## config.mk

```make
export PLATFORM = sky130hd
export DESIGN_NAME = c6_turn_sequencer
export DESIGN_NICKNAME = d
export VERILOG_FILES = /design/src/rtl/c6_pkg.sv /design/src/rtl/c6_occupancy_map.sv /design/src/rtl/c6_turn_sequencer.sv
export SDC_FILE = /design/constraint.sdc
export NUM_CORES = 1
export LEC_CHECK = 0
export CAP_MARGIN = 10
export CORE_MARGIN = 2
export CORE_UTILIZATION = 50
export CTS_CLUSTER_DIAMETER = 120
export DETAILED_ROUTE_END_ITERATION = 10
export PLACE_DENSITY_LB_ADDON = 0.05
export SLEW_MARGIN = 10
export SYNTH_ARGS = -nofsm -noshare
export SYNTH_HDL_FRONTEND = slang
export SYNTH_SLANG_ARGS = --single-unit
```

## constraint.sdc

```tcl
create_clock -name clk -period 21.7 [get_ports clk]
set_input_delay 5.425 -clock clk [delete_from_list [all_inputs] [get_ports clk]]
set_output_delay 5.425 -clock clk [all_outputs]
set_load 0.1 [all_outputs]
```

## src/rtl/c6_pkg.sv

```systemverilog
// Board constants, FSM state and error encodings shared by the Connect6 sequencer.
package c6_pkg;
    localparam int BOARD_SIZE = 19;
    localparam int COORD_W    = 5;
    localparam int NUM_CELLS  = BOARD_SIZE * BOARD_SIZE;
    localparam int IDX_W      = 9;
    localparam int STONES_W   = 9;

    typedef logic [COORD_W-1:0] coord_t;

    typedef enum logic [3:0] {
        IDLE, CLEAR, WAIT_OPP, CHECK, WR_OPP1, WR_OPP2,
        ENG_START, ENG_WAIT, WR_OUR, OUTPUT, DONE, ERROR
    } state_t;

    typedef enum logic [1:0] {
        ERR_NONE, ERR_OPP, ERR_ENG, ERR_TIMEOUT
    } err_t;

    function automatic logic on_board(coord_t x, coord_t y);
        return (x < coord_t'(BOARD_SIZE)) && (y < coord_t'(BOARD_SIZE));
    endfunction

    // Row-major cell index; only meaningful when on_board() holds.
    function automatic logic [IDX_W-1:0] cell_idx(coord_t x, coord_t y);
        return IDX_W'(y) * IDX_W'(BOARD_SIZE) + IDX_W'(x);
    endfunction
endpackage

```

## src/rtl/c6_occupancy_map.sv

```systemverilog
// One bit per board cell: synchronous clear, one set port, two lookup ports.
module c6_occupancy_map
    import c6_pkg::*;
(
    input  logic               clk,
    input  logic               reset,
    input  logic               clr_i,
    input  logic               set_i,
    input  logic [COORD_W-1:0] set_x_i,
    input  logic [COORD_W-1:0] set_y_i,
    input  logic [COORD_W-1:0] a_x_i,
    input  logic [COORD_W-1:0] a_y_i,
    output logic               a_occ_o,
    input  logic [COORD_W-1:0] b_x_i,
    input  logic [COORD_W-1:0] b_y_i,
    output logic               b_occ_o
);
    logic [NUM_CELLS-1:0] map_q;
    logic [NUM_CELLS-1:0] map_d;

    always_comb begin
        map_d = map_q;
        if (clr_i) begin
            map_d = '0;
        end else if (set_i && on_board(set_x_i, set_y_i)) begin
            map_d[cell_idx(set_x_i, set_y_i)] = 1'b1;
        end
    end

    always_ff @(posedge clk or posedge reset) begin
        if (reset) begin
            map_q <= '0;
        end else begin
            map_q <= map_d;
        end
    end

    // Off-board coordinates read as free; the caller rejects them separately.
    assign a_occ_o = on_board(a_x_i, a_y_i) && map_q[cell_idx(a_x_i, a_y_i)];
    assign b_occ_o = on_board(b_x_i, b_y_i) && map_q[cell_idx(b_x_i, b_y_i)];
endmodule

```

## src/rtl/c6_turn_sequencer.sv

```systemverilog
// Connect6 turn sequencer: opponent intake and legality check, board writes,
// engine stepping with timeout, and presentation of our stone pair.
module c6_turn_sequencer
    import c6_pkg::*;
#(
    parameter int ENG_TIMEOUT = 4096
) (
    input  logic               clk,
    input  logic               reset,
    input  logic               start,
    input  logic               we_first,
    input  logic               opp_valid,
    output logic               opp_ready,
    input  logic [COORD_W-1:0] opp_x1,
    input  logic [COORD_W-1:0] opp_y1,
    input  logic [COORD_W-1:0] opp_x2,
    input  logic [COORD_W-1:0] opp_y2,
    input  logic               opp_single,
    output logic               bw_en,
    output logic [COORD_W-1:0] bw_x,
    output logic [COORD_W-1:0] bw_y,
    output logic               bw_owner,
    output logic               bw_clear,
    input  logic               bw_clear_done,
    output logic               eng_start,
    output logic [1:0]         eng_moves_left,
    input  logic               eng_done,
    input  logic [COORD_W-1:0] eng_x,
    input  logic [COORD_W-1:0] eng_y,
    output logic               our_valid,
    input  logic               our_ready,
    output logic [COORD_W-1:0] our_x1,
    output logic [COORD_W-1:0] our_y1,
    output logic [COORD_W-1:0] our_x2,
    output logic [COORD_W-1:0] our_y2,
    output logic               our_single,
    output logic               busy,
    output logic               game_over,
    output logic [1:0]         err,
    output logic [8:0]         stones
);
    localparam int TMO_W = $clog2(ENG_TIMEOUT + 1);

    state_t              state_q, state_d;
    err_t                err_q, err_d;
    logic                we_first_q, we_first_d;
    logic [COORD_W-1:0]  ox1_q, oy1_q, ox2_q, oy2_q, ox1_d, oy1_d, ox2_d, oy2_d;
    logic                osingle_q, osingle_d;
    logic [COORD_W-1:0]  cur_x_q, cur_y_q, cur_x_d, cur_y_d;
    logic [COORD_W-1:0]  our_x1_q, our_y1_q, our_x2_q, our_y2_q;
    logic [COORD_W-1:0]  our_x1_d, our_y1_d, our_x2_d, our_y2_d;
    logic                our_single_q, our_single_d, second_q, second_d;
    logic [1:0]          moves_q, moves_d;
    logic [STONES_W-1:0] stones_q, stones_d, stones_inc, remain;
    logic [TMO_W-1:0]    tmo_q, tmo_d;
    logic                occ_a, occ_b, map_clr, reject;
    logic [COORD_W-1:0]  look_x, look_y;

    // Port A serves the engine stone in ENG_WAIT and opponent stone 1 in CHECK.
    assign look_x = (state_q == ENG_WAIT) ? eng_x : ox1_q;
    assign look_y = (state_q == ENG_WAIT) ? eng_y : oy1_q;

    c6_occupancy_map u_map (
        .clk     (clk),
        .reset   (reset),
        .clr_i   (map_clr),
        .set_i   (bw_en),
        .set_x_i (bw_x),
        .set_y_i (bw_y),
        .a_x_i   (look_x),
        .a_y_i   (look_y),
        .a_occ_o (occ_a),
        .b_x_i   (ox2_q),
        .b_y_i   (oy2_q),
        .b_occ_o (occ_b)
    );

    assign stones_inc = stones_q + STONES_W'(1);
    assign remain     = STONES_W'(NUM_CELLS) - stones_inc;
    assign reject     = !on_board(ox1_q, oy1_q) || occ_a ||
                        (!osingle_q && (!on_board(ox2_q, oy2_q) || occ_b ||
                                        (ox1_q == ox2_q && oy1_q == oy2_q)));

    always_comb begin
        state_d      = state_q;
        err_d        = err_q;
        we_first_d   = we_first_q;
        ox1_d        = ox1_q;
        oy1_d        = oy1_q;
        ox2_d        = ox2_q;
        oy2_d        = oy2_q;
        osingle_d    = osingle_q;
        cur_x_d      = cur_x_q;
        cur_y_d      = cur_y_q;
        our_x1_d     = our_x1_q;
        our_y1_d     = our_y1_q;
        our_x2_d     = our_x2_q;
        our_y2_d     = our_y2_q;
        our_single_d = our_single_q;
        second_d     = second_q;
        moves_d      = moves_q;
        stones_d     = stones_q;
        tmo_d        = tmo_q;
        opp_ready    = 1'b0;
        bw_en        = 1'b0;
        bw_x         = '0;
        bw_y         = '0;
        bw_owner     = 1'b0;
        bw_clear     = 1'b0;
        eng_start    = 1'b0;
        map_clr      = 1'b0;

        case (state_q)
            CLEAR: begin
                bw_clear = 1'b1;
                map_clr  = 1'b1;
                stones_d = '0;
                if (bw_clear_done) begin
                    if (we_first_q) begin
                        moves_d      = 2'd1;
                        our_single_d = 1'b1;
                        second_d     = 1'b0;
                        state_d      = ENG_START;
                    end else begin
                        state_d = WAIT_OPP;
                    end
                end
            end
            WAIT_OPP: begin
                opp_ready = 1'b1;
                if (opp_valid) begin
                    ox1_d     = opp_x1;
                    oy1_d     = opp_y1;
                    ox2_d     = opp_x2;
                    oy2_d     = opp_y2;
                    osingle_d = opp_single;
                    state_d   = CHECK;
                end
            end
            CHECK: begin
                if (reject) begin
                    err_d   = ERR_OPP;
                    state_d = WAIT_OPP;
                end else begin
                    err_d   = ERR_NONE;
                    state_d = WR_OPP1;
                end
            end
            WR_OPP1: begin
                bw_en    = 1'b1;
                bw_x     = ox1_q;
                bw_y     = oy1_q;
                stones_d = stones_inc;
                state_d  = WR_OPP2;
            end
            WR_OPP2: begin
                bw_en    = 1'b1;
                bw_x     = ox2_q;
                bw_y     = oy2_q;
                stones_d = stones_inc;
            end
            ENG_START: begin
                eng_start = 1'b1;
                tmo_d     = TMO_W'(ENG_TIMEOUT - 1);
                state_d   = ENG_WAIT;
            end
            ENG_WAIT: begin
                // A legal answer on the expiry cycle still counts.
                if (eng_done) begin
                    if (!on_board(eng_x, eng_y) || occ_a) begin
                        err_d   = ERR_ENG;
                        state_d = ERROR;
                    end else begin
                        cur_x_d = eng_x;
                        cur_y_d = eng_y;
                        if (second_q) begin
                            our_x2_d = eng_x;
                            our_y2_d = eng_y;
                        end else begin
                            our_x1_d = eng_x;
                            our_y1_d = eng_y;
                        end
                        state_d = WR_OUR;
                    end
                end else if (tmo_q == '0) begin
                    err_d   = ERR_TIMEOUT;
                    state_d = ERROR;
                end else begin
                    tmo_d = tmo_q - TMO_W'(1);
                end
            end
            WR_OUR: begin
                bw_en    = 1'b1;
                bw_x     = cur_x_q;
                bw_y     = cur_y_q;
                bw_owner = 1'b1;
                stones_d = stones_inc;
                moves_d  = moves_q - 2'd1;
                second_d = 1'b1;
                state_d  = (moves_q == 2'd1) ? OUTPUT : ENG_START;
            end
            OUTPUT: begin
                if (our_ready) begin
                    state_d = (stones_q == STONES_W'(NUM_CELLS)) ? DONE : WAIT_OPP;
                end
            end
            default: ;
        endcase

        // Last opponent stone written: either the board is full or our turn begins.
        if ((state_q == WR_OPP1 && osingle_q) || state_q == WR_OPP2) begin
            if (stones_inc == STONES_W'(NUM_CELLS)) begin
                state_d = DONE;
            end else begin
                moves_d      = (remain >= STONES_W'(2)) ? 2'd2 : 2'd1;
                our_single_d = (remain == STONES_W'(1));
                second_d     = 1'b0;
                our_x1_d     = '0;
                our_y1_d     = '0;
                our_x2_d     = '0;
                our_y2_d     = '0;
                state_d      = ENG_START;
            end
        end

        if (start) begin
            state_d      = CLEAR;
            we_first_d   = we_first;
            err_d        = ERR_NONE;
            moves_d      = 2'd0;
            stones_d     = '0;
            our_x1_d     = '0;
            our_y1_d     = '0;
            our_x2_d     = '0;
            our_y2_d     = '0;
            our_single_d = 1'b0;
            second_d     = 1'b0;
        end
    end

    always_ff @(posedge clk or posedge reset) begin
        if (reset) begin
            state_q      <= IDLE;
            err_q        <= ERR_NONE;
            we_first_q   <= 1'b0;
            ox1_q        <= '0;
            oy1_q        <= '0;
            ox2_q        <= '0;
            oy2_q        <= '0;
            osingle_q    <= 1'b0;
            cur_x_q      <= '0;
            cur_y_q      <= '0;
            our_x1_q     <= '0;
            our_y1_q     <= '0;
            our_x2_q     <= '0;
            our_y2_q     <= '0;
            our_single_q <= 1'b0;
            second_q     <= 1'b0;
            moves_q      <= 2'd0;
            stones_q     <= '0;
            tmo_q        <= '0;
        end else begin
            state_q      <= state_d;
            err_q        <= err_d;
            we_first_q   <= we_first_d;
            ox1_q        <= ox1_d;
            oy1_q        <= oy1_d;
            ox2_q        <= ox2_d;
            oy2_q        <= oy2_d;
            osingle_q    <= osingle_d;
            cur_x_q      <= cur_x_d;
            cur_y_q      <= cur_y_d;
            our_x1_q     <= our_x1_d;
            our_y1_q     <= our_y1_d;
            our_x2_q     <= our_x2_d;
            our_y2_q     <= our_y2_d;
            our_single_q <= our_single_d;
            second_q     <= second_d;
            moves_q      <= moves_d;
            stones_q     <= stones_d;
            tmo_q        <= tmo_d;
        end
    end

    assign our_valid      = (state_q == OUTPUT);
    assign busy           = !(state_q == IDLE || state_q == WAIT_OPP || state_q == DONE);
    assign game_over      = (state_q == DONE);
    assign err            = err_q;
    assign stones         = stones_q;
    assign eng_moves_left = moves_q;
    assign our_x1         = our_x1_q;
    assign our_y1         = our_y1_q;
    assign our_x2         = our_x2_q;
    assign our_y2         = our_y2_q;
    assign our_single     = our_single_q;
endmodule

```

* Yosys cells after proc, flatten, opt, wreduce, memory -nomap -nowiden
Cells that the tools add are included.
Widths: inputs -> output; s select.
** Operators by class
- Multiply operators :: 3
- Eq/ne operators :: 24
- Bitwise logic cells :: 2
- $lt $le $gt $ge :: 15
- $add $sub $neg :: 7
- Mux-type cells :: 89
- Reductions and logical operators :: 38
** Operators by type and width (count)
- $mux 361 :: 2
- $or 361x361->361 :: 1
- $mux 5 :: 30
- $lt 5x5->1 const B :: 10
- $mux 4 :: 10
- $pmux 4 s8 :: 1
- $lt 9x10->1 const B :: 3
- $pmux 5 s3 :: 2
- $add 9x5->9 :: 3
- $mul 5x5->9 const B :: 3
- $mux 13 :: 2
- $pmux 13 s2 :: 1
- $mux 2 :: 11
- $mux 1 :: 20
- $bmux 1 s9 :: 2
- $eq 9x9->1 const B :: 2
- $pmux 9 s2 :: 1
- $eq 4x3->1 const B :: 4
- $logic_not 13->1 :: 1
- $sub 13x1->13 const B :: 1
- $eq 4x4->1 const B :: 3
- $logic_and 1x1->1 :: 12
- $eq 5x5->1 :: 2
- $reduce_bool 10->1 :: 1
- other kinds (29) :: 50
** Word-level totals
- Output and inout bits :: 52
- Input bits :: 39
- Bits in registers :: 445
- Logic and storage cells :: 198

* Longest topological paths before layout
- Depth in word-level cells :: 14
- Mapped depth :: 25
- Gate-level depth less buffers :: 21

* Hierarchy
Synthesis repeated with hierarchy kept, for this count alone.
** Unflattened totals
- Cell total of the unflattened synthesis :: 2391
- Area total of the unflattened synthesis :: 25700.9 sq um
** By module, submodules not included
- c6_occupancy_map :: instances 1, cells each 1866, area an instance 20893.8 sq um
- c6_turn_sequencer :: instances 1, cells each 525, area an instance 4807.1 sq um

* Worst setup path after synthesis
OpenSTA, ideal clock, no wires.
- Kind :: input -> register
- From :: in eng_y[2]
- To :: reg cur_x_q[2]
- Data arrival time :: 10080 ps
- Stages :: 17
- Library setup time :: 125 ps
- Buffers on the path :: 2
- Path slack :: 11495 ps
- Cell sequence :: mux2i_1 ha_1 inv_1 ha_1 ha_1 ha_1 fa_1 buf_2 mux4_2 mux4_2 nor2_1 o21ai_0 a211oi_1 nor3_1 a2111oi_4 buf_6 mux2_2
** Between the ends
- Word-level cells in the longest chain between the ends :: 9
** Ends and longest elaborated chain
- from (decl) :: RTL line c6_turn_sequencer.sv:29 : input logic [COORD_W-1:0] eng_y,
- $mux 5 :: RTL line c6_turn_sequencer.sv:61 : assign look_y = (state_q == ENG_WAIT) ? eng_y : oy1_q;
- $mul 5x5->9 :: RTL line c6_pkg.sv:26 : return IDX_W'(y) * IDX_W'(BOARD_SIZE) + IDX_W'(x);
- $add 9x5->9 :: RTL line c6_pkg.sv:26
- $bmux 1 s9 :: RTL line c6_occupancy_map.sv:39 : assign a_occ_o = on_board(a_x_i, a_y_i) && map_q[cell_idx(a_x_i, a_y_i)];
- $mux 1 (not written as such) :: RTL line c6_occupancy_map.sv:39
- $logic_and 1x1->1 :: RTL line c6_occupancy_map.sv:39
- $logic_or 1x1->1 (*) :: RTL line c6_turn_sequencer.sv:170 : if (!on_board(eng_x, eng_y) || occ_a) begin
- $not 1->1 (no line) (*)
- $reduce_and 3->1 (no line) (*)
- to (signal assigned) :: RTL line c6_turn_sequencer.sv:271 : cur_x_q <= cur_x_d;
- to (decl) :: RTL line c6_turn_sequencer.sv:49 : logic [COORD_W-1:0] cur_x_q, cur_y_q, cur_x_d, cur_y_d;
Every way passes the cells marked *; elsewhere a longest branch is shown, timed or not. The select of a mux whose other input is x is not followed.
A chain may end at the register's enable or synchronous reset.

* Worst setup path after layout
- From :: in eng_y[2]
- To :: reg our_x1_q[3], in the netlist our_x1[3]
** Between the ends
- Word-level cells in the longest chain between the ends :: 13
** Ends and longest elaborated chain
- $mux 5 :: RTL line c6_turn_sequencer.sv:61
- $mul 5x5->9 :: RTL line c6_pkg.sv:26
- $add 9x5->9 :: RTL line c6_pkg.sv:26
- $bmux 1 s9 :: RTL line c6_occupancy_map.sv:39
- $mux 1 (not written as such) :: RTL line c6_occupancy_map.sv:39
- $logic_and 1x1->1 :: RTL line c6_occupancy_map.sv:39
- $logic_or 1x1->1 (*) :: RTL line c6_turn_sequencer.sv:170
- $mux 5 (*) :: RTL line c6_turn_sequencer.sv:170
- $mux 5 (*) :: RTL line c6_turn_sequencer.sv:169 : if (eng_done) begin
- $mux 5 (*) :: RTL line c6_turn_sequencer.sv:113 : case (state_q)
- $mux 5 :: RTL line c6_turn_sequencer.sv:212 : if (stones_inc == STONES_W'(NUM_CELLS)) begin
- $mux 5 (*) :: RTL line c6_turn_sequencer.sv:211 : if ((state_q == WR_OPP1 && osingle_q) || state_q == WR_OPP2) begin
- $mux 5 (*) :: RTL line c6_turn_sequencer.sv:226 : if (start) begin
- net our_x1_d[3] :: RTL line c6_turn_sequencer.sv:51 : logic [COORD_W-1:0] our_x1_d, our_y1_d, our_x2_d, our_y2_d;
- to (signal assigned) :: RTL line c6_turn_sequencer.sv:273 : our_x1_q <= our_x1_d;
- to (decl) :: RTL line c6_turn_sequencer.sv:50 : logic [COORD_W-1:0] our_x1_q, our_y1_q, our_x2_q, our_y2_q;
Mark *: on every way through the listed nets, which the timed path passes. The rest lies on a longest branch. The select of a mux whose other input is x is not followed.

==> run metrics <==
Avg WL per Cell ~27 microns; first drt pass iteration count 6; Syn Nets about 2.6k; Crit path required time ~22000 ps; FF+latch count, synth roughly 450; vias in the first global route ~20k; RSZ-0062 raised after global routing no; Hold-fix buffers, CTS 0; post-layout min period approximately 12000 ps; core area approximately 50000 sq um; WHS Path Cells 1; Finish-stage setup viols 0; most common cell after layout, fill and taps aside nor2_1; Critical Path End Type flip-flop; Die Ht around 230 microns; Crit Path Max Fanout 29; Final Hold Viols 0; DRT iter0 DRCs roughly 2.2k; clk_skew 21.20 ps; Initial Util about half; Synth cell types 83; CP cell instances clkdlybuf4s50_1 > mux2i_1 > ha_1 > inv_1 > ha_1 > ha_1 > ha_4 > fa_2 > buf_4 > mux4_2 > mux4_2 > nor2_1 > o21ai_0 > a211oi_1 > nor3_1 > a2111oi_4 > and2_4 > mux2i_1; path type of the worst setup path in2reg; Post-Synth Simple-Gate Area between 10% and 20%; post-layout util a little under three fifths; via/cell ratio approximately 6.5; Syn Inst Count 2475; Clock transition at path regs roughly 60 ps; WP data arrival 12690 ps; global-route wire length before repair 130400 microns; Adder-Cell Fraction of Synth Area 4.058%; IO Count between 90 and 100; Synth Area in Compound Gates between 10 and 15%; clk_lat worst skew slightly above 600 ps; H-tree Lvls 2; Cell Rows 82; GRT Total Usage about 32%; dpl ws slightly above 9000 ps; Top cell by count, worst path ha_1; initial antenna violation count 0; CP startpoint kind input pin; max_cap viols 0; port bufs 90; routability cong. roughly 0.9; status complete, no violations; Layout Cells excl Fill between 3k and 4k; Setup TNS 0 ps; proportion of layout cells with a drive suffix above 1 about 14%; Num CTS Buffers 52; area grow syn2layout 12.39%; main flop type after synthesis dfrtp_1; Mapped Area ~26000 sq um; clock sink total approximately 450; most frequent cells in the layout nor2_1, dfrtp_1, a21oi_1; # resized after CTS 0; drt total wl about 85000 microns; Post-Synth XOR/XNOR Area approximately 1.6%; CP max-delay cell a2111oi_4; hold crit path type reg2reg; Inst Count DP roughly 3.1k; Post-synth EDFFs 0; Detail Route Antenna Nets 0; Least-Margin Pin Slew around 1200 ps; worst-case reg-to-reg path depth 18; Die W 230.0 microns; Max transition margin 20.72%; DP Wirelength approximately 52000 microns; # diodes 0; global route total overflow 0; multiplexer area fraction after synthesis between 10% and 20%; max-slew violations 0; TritonCTS clock tree done; synth warn 0; cell at the root of the clock tree clkbuf_16; Die ar. around 53000 sq um; asr flop ratio synth 100.0%; Avg Synthesized Cell Area about 10 sq um; fin crit share between 50% and 60%; CP max stage delay just over 1000 ps; Final WS setup 9525 ps; DRC 0; Seq/Total Area, Yosys 43.62%; largest family of logic cells by synthesized area multiplexers; CTS max path bufs 3; fmax 82.13 MHz; buffer count from post-CTS setup fixing 0; final net count 2591; largest net degree at the start of global routing between 150 and 200; DR vias between 20k and 25k
-- state kept, by name, summed over array words and instances, names as in the netlist --
register and cells:
our_y2 5, err 2, cur_y_q 5, ox1_q 5, u_map.map_q 361, we_first_q 1
state_q 4, ox2_q 5, osingle_q 1, oy2_q 5, our_x2 5, second_q 1
eng_moves_left 2, stones 9, our_single 1, cur_x_q 5, oy1_q 5, our_x1 5
our_y1 5, tmo_q 13
-- synth_stat cells, types with 18 or more instances --
| cell type | number | share of area (%) |
|---|---|---|
| clkbuf_1 | 123 | 1.8 |
| xnor2_1 | 23 | 0.79 |
| nor2b_1 | 18 | 0.44 |
| o21ai_0 | 46 | 0.90 |
| inv_1 | 54 | 0.79 |
| mux2i_1 | 103 | 4.0 |
| buf_2 | 35 | 0.69 |
| nor2_1 | 467 | 6.9 |
| ha_1 | 58 | 2.8 |
| mux4_2 | 139 | 12 |
| a211oi_1 | 21 | 0.62 |
| nor3_1 | 27 | 0.53 |
| nand2_1 | 124 | 1.8 |
| dfrtp_1 | 445 | 44 |
| mux2_2 | 48 | 2.1 |
| a21oi_1 | 399 | 7.8 |
| a22oi_1 | 29 | 0.85 |
| xor2_1 | 24 | 0.82 |
| nand3_1 | 25 | 0.49 |
-- final cells by class --
class | count | area [sq um]
fillers | 4400 | 21580
multi-input cells | 1793 | 13470
flip-flops and latches | 445 | 11140
clock buffers | 74 | 1536
repair buffers | 132 | 1229
well taps | 672 | 840.8
clock inverters | 19 | 262.8
inverters | 55 | 214.0
-- per-layer routing --
layer	vias to the layer above	routed length (microns)	global-route usage, %
met2	1075	38520	49.75
met4	0	3715	13.79
met1	10600	35120	45.90
met3	201	7497	5.692
li1	8958	-	-
met5	-	0	0
-- kinds of logic (layout without fill, tap and decap cells) --
family / Yosys count / count (layout)
multiplexers: 304 / 304
flip-flops: 445 / 445
AND/OR/NAND/NOR: 749 / 749
buffers and inverters: 237 / 280
AO/OA/AOI/OAI: 619 / 619
adder cells (fa/ha/maj): 74 / 74
XOR/XNOR: 47 / 47
-- final timing paths --
| check | startpoint | to | slack [ps] |
|---|---|---|---|
| min in group asynchronous | reset | stones[6] | 5400 |
| worst max-delay path | eng_y[2] | our_x1[3] | 9520 |
| worst min register to register | cur_x_q[4] | cur_x_q[4] | 510 |
| worst max register to register | state_q[0] | our_x1[3] | 12980 |
| worst min-delay path | cur_x_q[4] | cur_x_q[4] | 510 |
| max in group asynchronous | reset | u_map.map_q[274] | 14690 |
-- per-stage QoR --
step	hold slack [ps]	area [sq um]
after floorplan	469.0	25530
after global placement	487.7	26890
after detailed placement	496.2	26890
after CTS	511.7	28690
after global routing	533.1	28690
final	508.6	28690
-- worst max-delay path: cells and delay by family --
kind / cells / cell delay, ps
fa+ha+maj: 5 / 2000
mux: 4 / 1710
compound gates: 3 / 1620
buf+inv: 3 / 1120
simple gates: 3 / 750
Power is left out: the tool's default activity adds up to more than one toggle a clock period on the data nets, which glitch-free logic cannot reach.
